[config.mk]
export PLATFORM = sky130hd
export DESIGN_NAME = writeback_queue_flat
export DESIGN_NICKNAME = d
export VERILOG_FILES = /design/src/rtl/wbq_pkg.sv /design/src/rtl/writeback_queue_if.sv /design/src/rtl/wbq_fifo.sv /design/src/rtl/writeback_queue.sv /design/src/flat_wrapper.sv
export SDC_FILE = /design/constraint.sdc
export NUM_CORES = 1
export LEC_CHECK = 0
export CAP_MARGIN = 25
export CORE_MARGIN = 1
export CORE_UTILIZATION = 52
export DETAILED_ROUTE_END_ITERATION = 8
export PLACE_DENSITY = 0.84
export SYNTH_ARGS = -nofsm -noshare
export SYNTH_HDL_FRONTEND = slang
export SYNTH_SLANG_ARGS = --single-unit
[constraint.sdc]
create_clock -name clk -period 5.45 [get_ports clk]
set_clock_uncertainty 0.1 [all_clocks]
set_input_delay 0.8175 -clock clk [delete_from_list [all_inputs] [get_ports clk]]
set_output_delay 0.8175 -clock clk [all_outputs]
set_load 0.05 [all_outputs]
[src/rtl/wbq_pkg.sv]
// Shared types for the writeback queue: entry layout, default widths and the
// register-select decode that treats index 0 and out-of-range indices as "no write".
package wbq_pkg;

   localparam int WBQ_DATA_W   = 32;
   localparam int WBQ_ADDR_W   = 5;
   localparam int WBQ_NUM_REGS = 32;
   localparam int WBQ_DEPTH    = 4;

   typedef struct packed {
      logic [WBQ_ADDR_W-1:0] addr;
      logic [WBQ_DATA_W-1:0] data;
   } wbq_entry_t;

   // Register 0 is hard-wired, so it never receives a write enable.
   function automatic logic [WBQ_NUM_REGS-1:0] onehot_decode(input logic [WBQ_ADDR_W-1:0] addr);
      logic [WBQ_NUM_REGS-1:0] oh;
      oh = '0;
      for (int i = 1; i < WBQ_NUM_REGS; i++) begin
         if (int'(addr) == i) begin
            oh[i] = 1'b1;
         end
      end
      return oh;
   endfunction

endpackage

[src/rtl/writeback_queue_if.sv]
// Result-push / register-drain bundle between the ALU, the writeback queue and the register bank.
// master = ALU and bank side, slave = the queue.
interface writeback_queue_if
   import wbq_pkg::*;
#(
   parameter int DATA_W   = WBQ_DATA_W,
   parameter int ADDR_W   = WBQ_ADDR_W,
   parameter int NUM_REGS = WBQ_NUM_REGS,
   parameter int DEPTH    = WBQ_DEPTH
) ();

   logic                       in_valid;
   logic                       in_ready;
   logic [ADDR_W-1:0]          in_addr;
   logic [DATA_W-1:0]          in_data;
   logic                       drain_en;
   logic [NUM_REGS-1:0]        wr_en;
   logic [DATA_W-1:0]          wr_data;
   logic [NUM_REGS-1:0]        pending;
   logic [$clog2(DEPTH+1)-1:0] count;
   logic                       full;
   logic                       empty;

   modport master (
      output in_valid, in_addr, in_data, drain_en,
      input  in_ready, wr_en, wr_data, pending, count, full, empty
   );

   modport slave (
      input  in_valid, in_addr, in_data, drain_en,
      output in_ready, wr_en, wr_data, pending, count, full, empty
   );

endinterface

[src/rtl/wbq_fifo.sv]
// Entry store with head/tail pointers, exact occupancy count and per-slot valid bits; 1-cycle write-to-head.
// Push is ignored when full and pop ignored when empty; the caller owns the handshake.
module wbq_fifo
   import wbq_pkg::*;
#(
   parameter int DEPTH = WBQ_DEPTH,
   localparam int PTR_W = $clog2(DEPTH),
   localparam int CNT_W = $clog2(DEPTH+1)
) (
   input  logic                   clk,
   input  logic                   rst,
   input  logic                   push,
   input  wbq_entry_t             push_ent,
   input  logic                   pop,
   output wbq_entry_t             head_ent,
   output wbq_entry_t [DEPTH-1:0] ents,
   output logic [DEPTH-1:0]       ent_vld,
   output logic [CNT_W-1:0]       count,
   output logic                   full,
   output logic                   empty
);

   wbq_entry_t [DEPTH-1:0] mem;
   logic [PTR_W-1:0]       head;
   logic [PTR_W-1:0]       tail;
   logic [DEPTH-1:0]       vld;
   logic                   push_ok;
   logic                   pop_ok;

   assign full    = (count == CNT_W'(DEPTH));
   assign empty   = (count == '0);
   assign push_ok = push && !full;
   assign pop_ok  = pop && !empty;

   // head == tail only when empty or full, so push and pop never touch the same slot.
   always_ff @(posedge clk or posedge rst) begin
      if (rst) begin
         head  <= '0;
         tail  <= '0;
         count <= '0;
         vld   <= '0;
      end else begin
         if (push_ok) begin
            tail      <= tail + 1'b1;
            vld[tail] <= 1'b1;
         end
         if (pop_ok) begin
            head      <= head + 1'b1;
            vld[head] <= 1'b0;
         end
         if (push_ok && !pop_ok) begin
            count <= count + 1'b1;
         end else if (pop_ok && !push_ok) begin
            count <= count - 1'b1;
         end
      end
   end

   // Payload needs no reset: every consumer qualifies it with vld or empty.
   always_ff @(posedge clk) begin
      if (push_ok) begin
         mem[tail] <= push_ent;
      end
   end

   assign head_ent = mem[head];
   assign ents     = mem;
   assign ent_vld  = vld;

endmodule

[src/rtl/writeback_queue.sv]
// FIFO of ALU results draining one entry per cycle into the register bank; accept-to-write-enable is 1 cycle.
// in_ready drops when full or in reset, with no pass-through; drain_en low holds the queue.
module writeback_queue
   import wbq_pkg::*;
#(
   parameter int DATA_W   = WBQ_DATA_W,
   parameter int ADDR_W   = WBQ_ADDR_W,
   parameter int NUM_REGS = WBQ_NUM_REGS,
   parameter int DEPTH    = WBQ_DEPTH
) (
   input logic              clk,
   input logic              rst,
   writeback_queue_if.slave bus
);

   localparam int CNT_W = $clog2(DEPTH+1);

   wbq_entry_t             in_ent;
   wbq_entry_t             head_ent;
   wbq_entry_t [DEPTH-1:0] ents;
   logic [DEPTH-1:0]       ent_vld;
   logic [CNT_W-1:0]       count;
   logic                   full;
   logic                   empty;
   logic                   push;
   logic                   pop;
   logic [ADDR_W-1:0]      head_addr;
   logic [DATA_W-1:0]      head_data;
   logic [NUM_REGS-1:0]    wr_en_c;
   logic [NUM_REGS-1:0]    pending_c;

   assign in_ent.addr = bus.in_addr;
   assign in_ent.data = bus.in_data;

   // Ready comes from registered occupancy only, so a pop never frees a slot in the same cycle.
   assign bus.in_ready = !full && !rst;
   assign push         = bus.in_valid && bus.in_ready;
   assign pop          = bus.drain_en && !empty && !rst;

   wbq_fifo #(
      .DEPTH (DEPTH)
   ) u_fifo (
      .clk      (clk),
      .rst      (rst),
      .push     (push),
      .push_ent (in_ent),
      .pop      (pop),
      .head_ent (head_ent),
      .ents     (ents),
      .ent_vld  (ent_vld),
      .count    (count),
      .full     (full),
      .empty    (empty)
   );

   assign head_addr = head_ent.addr;
   assign head_data = head_ent.data;

   always_comb begin
      wr_en_c = '0;
      if (pop) begin
         wr_en_c = onehot_decode(head_addr);
      end
   end

   // An entry still counts as pending in the cycle it is popped.
   always_comb begin
      pending_c = '0;
      for (int i = 0; i < DEPTH; i++) begin
         if (ent_vld[i]) begin
            pending_c = pending_c | onehot_decode(ents[i].addr);
         end
      end
   end

   assign bus.wr_en   = wr_en_c;
   assign bus.wr_data = empty ? '0 : head_data;
   assign bus.pending = pending_c;
   assign bus.count   = count;
   assign bus.full    = full;
   assign bus.empty   = empty;

endmodule

[src/flat_wrapper.sv]
// flat-port wrapper written by rule: the top's interface ports become plain ports
module writeback_queue_flat import wbq_pkg::*;
#(
   parameter int DATA_W   = WBQ_DATA_W,
   parameter int ADDR_W   = WBQ_ADDR_W,
   parameter int NUM_REGS = WBQ_NUM_REGS,
   parameter int DEPTH    = WBQ_DEPTH
)
  (clk, rst, bus_in_valid, bus_in_addr, bus_in_data, bus_drain_en, bus_in_ready, bus_wr_en, bus_wr_data, bus_pending, bus_count, bus_full, bus_empty);
  writeback_queue_if #(.DATA_W(DATA_W), .ADDR_W(ADDR_W), .NUM_REGS(NUM_REGS), .DEPTH(DEPTH)) bus_i ();
  input logic clk;
  input logic rst;
  input wire logic [$bits(bus_i.in_valid)-1:0] bus_in_valid;
  input wire logic [$bits(bus_i.in_addr)-1:0] bus_in_addr;
  input wire logic [$bits(bus_i.in_data)-1:0] bus_in_data;
  input wire logic [$bits(bus_i.drain_en)-1:0] bus_drain_en;
  output wire logic [$bits(bus_i.in_ready)-1:0] bus_in_ready;
  output wire logic [$bits(bus_i.wr_en)-1:0] bus_wr_en;
  output wire logic [$bits(bus_i.wr_data)-1:0] bus_wr_data;
  output wire logic [$bits(bus_i.pending)-1:0] bus_pending;
  output wire logic [$bits(bus_i.count)-1:0] bus_count;
  output wire logic [$bits(bus_i.full)-1:0] bus_full;
  output wire logic [$bits(bus_i.empty)-1:0] bus_empty;
  assign bus_i.in_valid = bus_in_valid;
  assign bus_i.in_addr = bus_in_addr;
  assign bus_i.in_data = bus_in_data;
  assign bus_i.drain_en = bus_drain_en;
  assign bus_in_ready = bus_i.in_ready;
  assign bus_wr_en = bus_i.wr_en;
  assign bus_wr_data = bus_i.wr_data;
  assign bus_pending = bus_i.pending;
  assign bus_count = bus_i.count;
  assign bus_full = bus_i.full;
  assign bus_empty = bus_i.empty;
  writeback_queue #(.DATA_W(DATA_W), .ADDR_W(ADDR_W), .NUM_REGS(NUM_REGS), .DEPTH(DEPTH)) u_core (.clk(clk), .rst(rst), .bus(bus_i));
endmodule
[Word-level counts from Yosys, hierarchy flattened]
Index checks and enable logic that the tools add are counted.
Word-level totals
  bits in registers: 159
  input bits: 41
Cells by class
  add/sub/neg operators: 4
  reduce and logical (&&, ||, !) cells: 17
  mux-type cells: 267
  eq/ne operators: 156
  order comparisons: 4
  bitwise operators: 6
Operators with widths (number)
  $eq 5x5->1 const B: 80
  $mux 1: 250
  $eq 5x4->1 const B: 40
  $mux 32: 6
  $bwmux 148: 1
  $eq 5x3->1 const B: 20
  $or 32x32->32: 3
  $bmux 37 s2: 1
  $demux 37 s2: 1
  $mux 37: 2
  $eq 5x2->1 const B: 10
  $eq 5x1->1 const B: 5
  $logic_and 1x1->1: 10
  $mux 4: 2
  $lt 2x3->1 const B: 2
  $mux 3: 2
  $logic_not 1->1: 5
  $add 2x1->2 const B: 2
  $and 4x4->4: 1
  $demux 1 s2: 2
  $ge 2x1->1 const B: 2
  $not 4->4: 1
  $or 4x4->4: 1
  $add 3x1->3 const B: 1
  4 further kinds: 4

[Longest topological paths before layout]
  depth after elaboration: 9
  mapped depth: 11
  depth with buffers taken out: 9

[Hierarchy]
Synthesis repeated with hierarchy kept, for this count alone.
Second synthesis, totals
  cell total of the unflattened synthesis: 490
  area, all modules: 7608.5 µm²
Modules (own cells, without submodules)
  wbq_fifo: times used 1, cells each 247, sequential area each 4719.5 µm², area an instance 5979.5 µm²
  writeback_queue: times used 1, cells each 243, sequential area each 0.0 µm², area an instance 1629.1 µm²

[Worst setup path before layout]
No wires, ideal clock.
  path type: flip-flop to flip-flop
  from: register u_core.u_fifo.count[0]
  to: register u_core.u_fifo.mem (netlist bit u_core.u_fifo.ents[0]), enable pin
  path buffers: 0
  slack: -0.124 ns
  cell stages (with the launch flop): 3
  arrival time: 4.945 ns
  clock period less this slack: 5.574 ns
  library setup time: 0.528 ns
  cells stage by stage: dfrtp_1 -> nor3b_1 -> nor4bb_1
Between the ends
  word-level cells in the longest chain between the ends: 5
RTL lines
  start, declared: line wbq_fifo.sv:18  | output logic [CNT_W-1:0] count,
  start signal, assigned: line wbq_fifo.sv:52  | count <= count + 1'b1;
  start signal, assigned: line wbq_fifo.sv:54  | count <= count - 1'b1;
  $eq 3x3->1 (*): line wbq_fifo.sv:30  | assign full = (count == CNT_W'(DEPTH));
  named net bus_full: line flat_wrapper.sv:22  | output wire logic [$bits(bus_i.full)-1:0] bus_full;
  $logic_not 1->1 (*): line wbq_fifo.sv:32, writeback_queue.sv:36
  $logic_and 1x1->1: line writeback_queue.sv:36  | assign bus.in_ready = !full && !rst;
  $logic_and 1x1->1: line writeback_queue.sv:37  | assign push = bus.in_valid && bus.in_ready;
  $logic_and 1x1->1 (*): line wbq_fifo.sv:32  | assign push_ok = push && !full;
  end signal, assigned by index: line wbq_fifo.sv:62  | mem[tail] <= push_ent;
  end, declared: line wbq_fifo.sv:23  | wbq_entry_t [DEPTH-1:0] mem;
The timed path passes the listed nets; every way through them passes the cells marked *.
A chain may end at the register's enable or synchronous reset.

[Final worst setup path]
  from: input rst
  to: output bus_wr_en[25]
Between the ends
  word-level cells in the longest chain between the ends: 3
RTL lines
  start, declared: line flat_wrapper.sv:12  | input logic rst;
  $logic_not 1->1: line writeback_queue.sv:38  | assign pop = bus.drain_en && !empty && !rst;
  $logic_and 1x1->1: line writeback_queue.sv:38
  $mux 32: line writeback_queue.sv:61  | if (pop) begin
  end, declared: line flat_wrapper.sv:18  | output wire logic [$bits(bus_i.wr_en)-1:0] bus_wr_en;
Every way passes these cells.

==> results by group <==
Status
  – Status: finished clean

Yosys
  – Synth Flop Type: edfxtp_1
  – Netlist Area Pre-Place: 7430 µm²
  – Library cells used by synthesis: 45
  – Synth async-reset ratio: 6.92%
  – Post-Syn Instances: 465
  – Seq cells post-synth: 159
  – Synthesis warning total: 0
  – Post-synth top area cell: edfxtp_1
  – Seq/Total Area, Yosys: 63.5%
  – Mean Syn Cell Area: 16.0 µm²
  – EDFF count, synth: 148
  – Synth area leaders: edfxtp_1 60%, mux4_2 11%, dfrtp_1 3.7%
  – Post-synth top area share: 59.8%

Clocking
  – CTS tree: done
  – Sink Count: 159
  – Post-cts hold buffer count: 0
  – Post-CTS Setup Bufs: 0
  – # resized after CTS: 0
  – Clock latency on the worst-skew pair: 0.42 ns
  – Clock Tree Root: clkbuf_16
  – Clk pin slew, worst setup/hold paths: 0.07 ns
  – H-tree levels: 4
  – Cts bufs inserted: 17
  – Clock Tree Buf Depth: 2

Critical path
  – Worst r2r src: u_core.u_fifo.count[1]$_DFFE_PP0P_
  – Slowest Stage Delay on Critical Path: 0.84 ns
  – Critical path, cell by cell: clkdlybuf4s50_1, buf_4, inv_1, nand4_1, nor3_1, clkdlybuf4s50_1
  – Max FO, Critical Path: 16
  – Reg2reg end: u_core.u_fifo.count[2]$_DFFE_PP0P_
  – R2R depth: 10
  – Delay-heaviest family, CP: buffers and inverters
  – Startpoint type of the worst setup path: input port
  – CP required: 4.53 ns
  – Crit path kind: input port to primary output
  – CP Depth: 6
  – Worst EP arrival: 3.60 ns
  – CP max-delay cell: clkdlybuf4s50_1
  – Crit-path most repeated cell: clkdlybuf4s50_1
  – CP Buf/Inv Count: 4
  – Worst reg-to-reg setup slack: 2.79 ns
  – CP Capture Type: primary output

Hold path
  – Hold EP: u_core.u_fifo.count[2]$_DFFE_PP0P_
  – Worst hold path startpoint: u_core.u_fifo.count[2]$_DFFE_PP0P_
  – Hold depth: 1
  – Min-Delay Path Class: flip-flop to flip-flop

Final layout
  – Nets: 652
  – Antenna diodes: 0
  – Share of cells above drive strength 1: 16.3%
  – Multi-input logic area: 2580 µm²
  – Fill count: 890
  – Leading cell types in the layout, fill and taps excluded: 148 x edfxtp_1, 140 x clkdlybuf4s50_1, 37 x mux4_2
  – Layout area overhead: 29.7%
  – Commonest non-fill, non-tap cell in the layout: edfxtp_1
  – Register Area: 4720 µm²

Floorplan
  – Initial Util: 53.3%
  – Core area: 13900 µm²
  – Die height: 122 µm
  – Die Area: 14800 µm²
  – Die width: 122 µm
  – Rows: 43
  – IO Count: 143

Global routing
  – Initial antenna violation count: 0
  – Met1 Use GR: 30.5%
  – Largest net degree at the start of global routing: 39
  – M2 GR Usage: 40.6%
  – Top Usage Layer GRT: met2
  – First-pass GRT wire length: 26500 µm
  – Met3 usage: 6.27%
  – Number of global-route vias before repair: 4717
  – GRT Util Overall: 24.3%
  – GRT overflow: 0

Route
  – Vias post-DR: 4865
  – Drt total wl: 17400 µm
  – Via/cell ratio: 6.13
  – Routed Antenna Nets: 0
  – Routed len/inst: 22.0 µm
  – DRC: 0
  – Initial DRC count: 383
  – 1st-pass router iterations: 5

Timing
  – Fin crit share: 82.9%
  – Final TNS setup: 0 ns
  – Fin. max-slew vios: 0
  – RSZ-0062 raised after global routing: false
  – Max transition margin: 45.8%
  – Slew @ Worst Pin: 0.809 ns
  – Endpoints failing hold: 0
  – Final Critical Period: 4.52 ns
  – Final setup fails: 0
  – Fmax: 221 MHz

Placed design
  – Routability cong.: 0.924
  – Port Buffers: 140
  – Dpl hpwl: 11500 µm

Pwr
  – Worst VDD drop: 0.398 mV
  – Total power: 5.21 mW
  – Total leakage power: 3.10 nW
  – Pwr Density: 540 nW/µm²

Flow run
  – Max_cap viols: 0
[worst max-delay path by stage]
stage / slack [ns] / endpoint / from
6_report: 0.93 / bus_wr_en[25] / rst
5_1_grt: 0.66 / bus_wr_en[28] / rst
4_1_cts: 0.88 / bus_wr_en[20] / rst
3_5_place_dp: 0.89 / bus_wr_en[20] / rst
3_3_place_gp: 1.06 / bus_wr_en[25] / rst
2_1_floorplan: 0.02 / u_core.u_fifo.ents[100]$_DFFE_PP_ / u_core.u_fifo.count[0]$_DFFE_PP0P_
[where the power goes]
group,switching [mW],internal [mW],total (mW)
Combinational,1.52,0.899,2.42
Sequential,0.126,1.51,1.63
Clock,0.502,0.654,1.16
Total,2.15,3.06,5.21
[metrics by stage]
stage	instance area (µm²)	setup slack [ns]	util, %	hold WS (ns)	instances
after detailed placement	9030	0.892	64.8	0.417	761
after global routing	9640	0.665	69.2	0.449	794
after global placement	9030	1.06	64.8	0.399	761
final	9640	0.930	69.2	0.415	794
after CTS	9630	0.878	69.1	0.424	793
after floorplan	7440	0.0236	-	0.434	466
[final cells by class]
type | count | share of cell area (%)
timing repair buffer | 149 | 15.3
clock buffer | 17 | 4.41
tap | 180 | 2.34
inverter | 12 | 0.467
clock inverter | 15 | 1.78
multi-input combinational | 262 | 26.7
sequential | 159 | 49.0
[kinds of logic after synthesis]
logic type | after synthesis | share of synthesized area, %
compound gates | 66 | 7.34
xor+xnor | 5 | 0.589
fa+ha+maj | 10 | 1.78
buf+inv | 45 | 2.78
flops | 159 | 63.5
mux | 40 | 11.7
other cells | 1 | 0.0504
simple gates | 139 | 12.3
[synth_stat cells (2+ instances only)]
cell type / count
buf_4: 2
mux4_2: 37
a2bb2oi_1: 4
a22oi_1: 27
a32oi_1: 3
nand4b_1: 2
nor3b_1: 2
nand3b_1: 2
inv_1: 12
xnor2_1: 3
nor4bb_1: 10
nor2b_1: 7
buf_1: 3
nand4_1: 3
nand2_1: 12
o221ai_1: 30
nor3_1: 21
dfrtp_1: 11
and4b_1: 6
edfxtp_1: 148
and2_1: 34
nor4b_1: 2
nor3_2: 10
xor2_1: 2
ha_1: 9
and4_1: 2
clkbuf_1: 21
nand3_1: 6
nor2_1: 7
buf_2: 4
nand2b_1: 6
or2_0: 2
mux2_2: 3
[registers in the layout, summed over array words and instances, names as in the netlist]
signal and flops:
u_core.u_fifo.ents 148, u_core.u_fifo.ent_vld 4, u_core.u_fifo.count 3, u_core.u_fifo.head 2, u_core.u_fifo.tail 2
[metal layers]
| metal | wire [µm] | up-vias | part of all wire (%) |
|---|---|---|---|
| met5 | 0 | - | 0 |
| met4 | 307 | 0 | 1.8 |
| met3 | 1240 | 29 | 7.1 |
| met2 | 8890 | 240 | 51 |
| met1 | 6990 | 2412 | 40 |
| li1 | - | 2184 | - |
No activity file was read; power rests on OpenSTA's default activity.
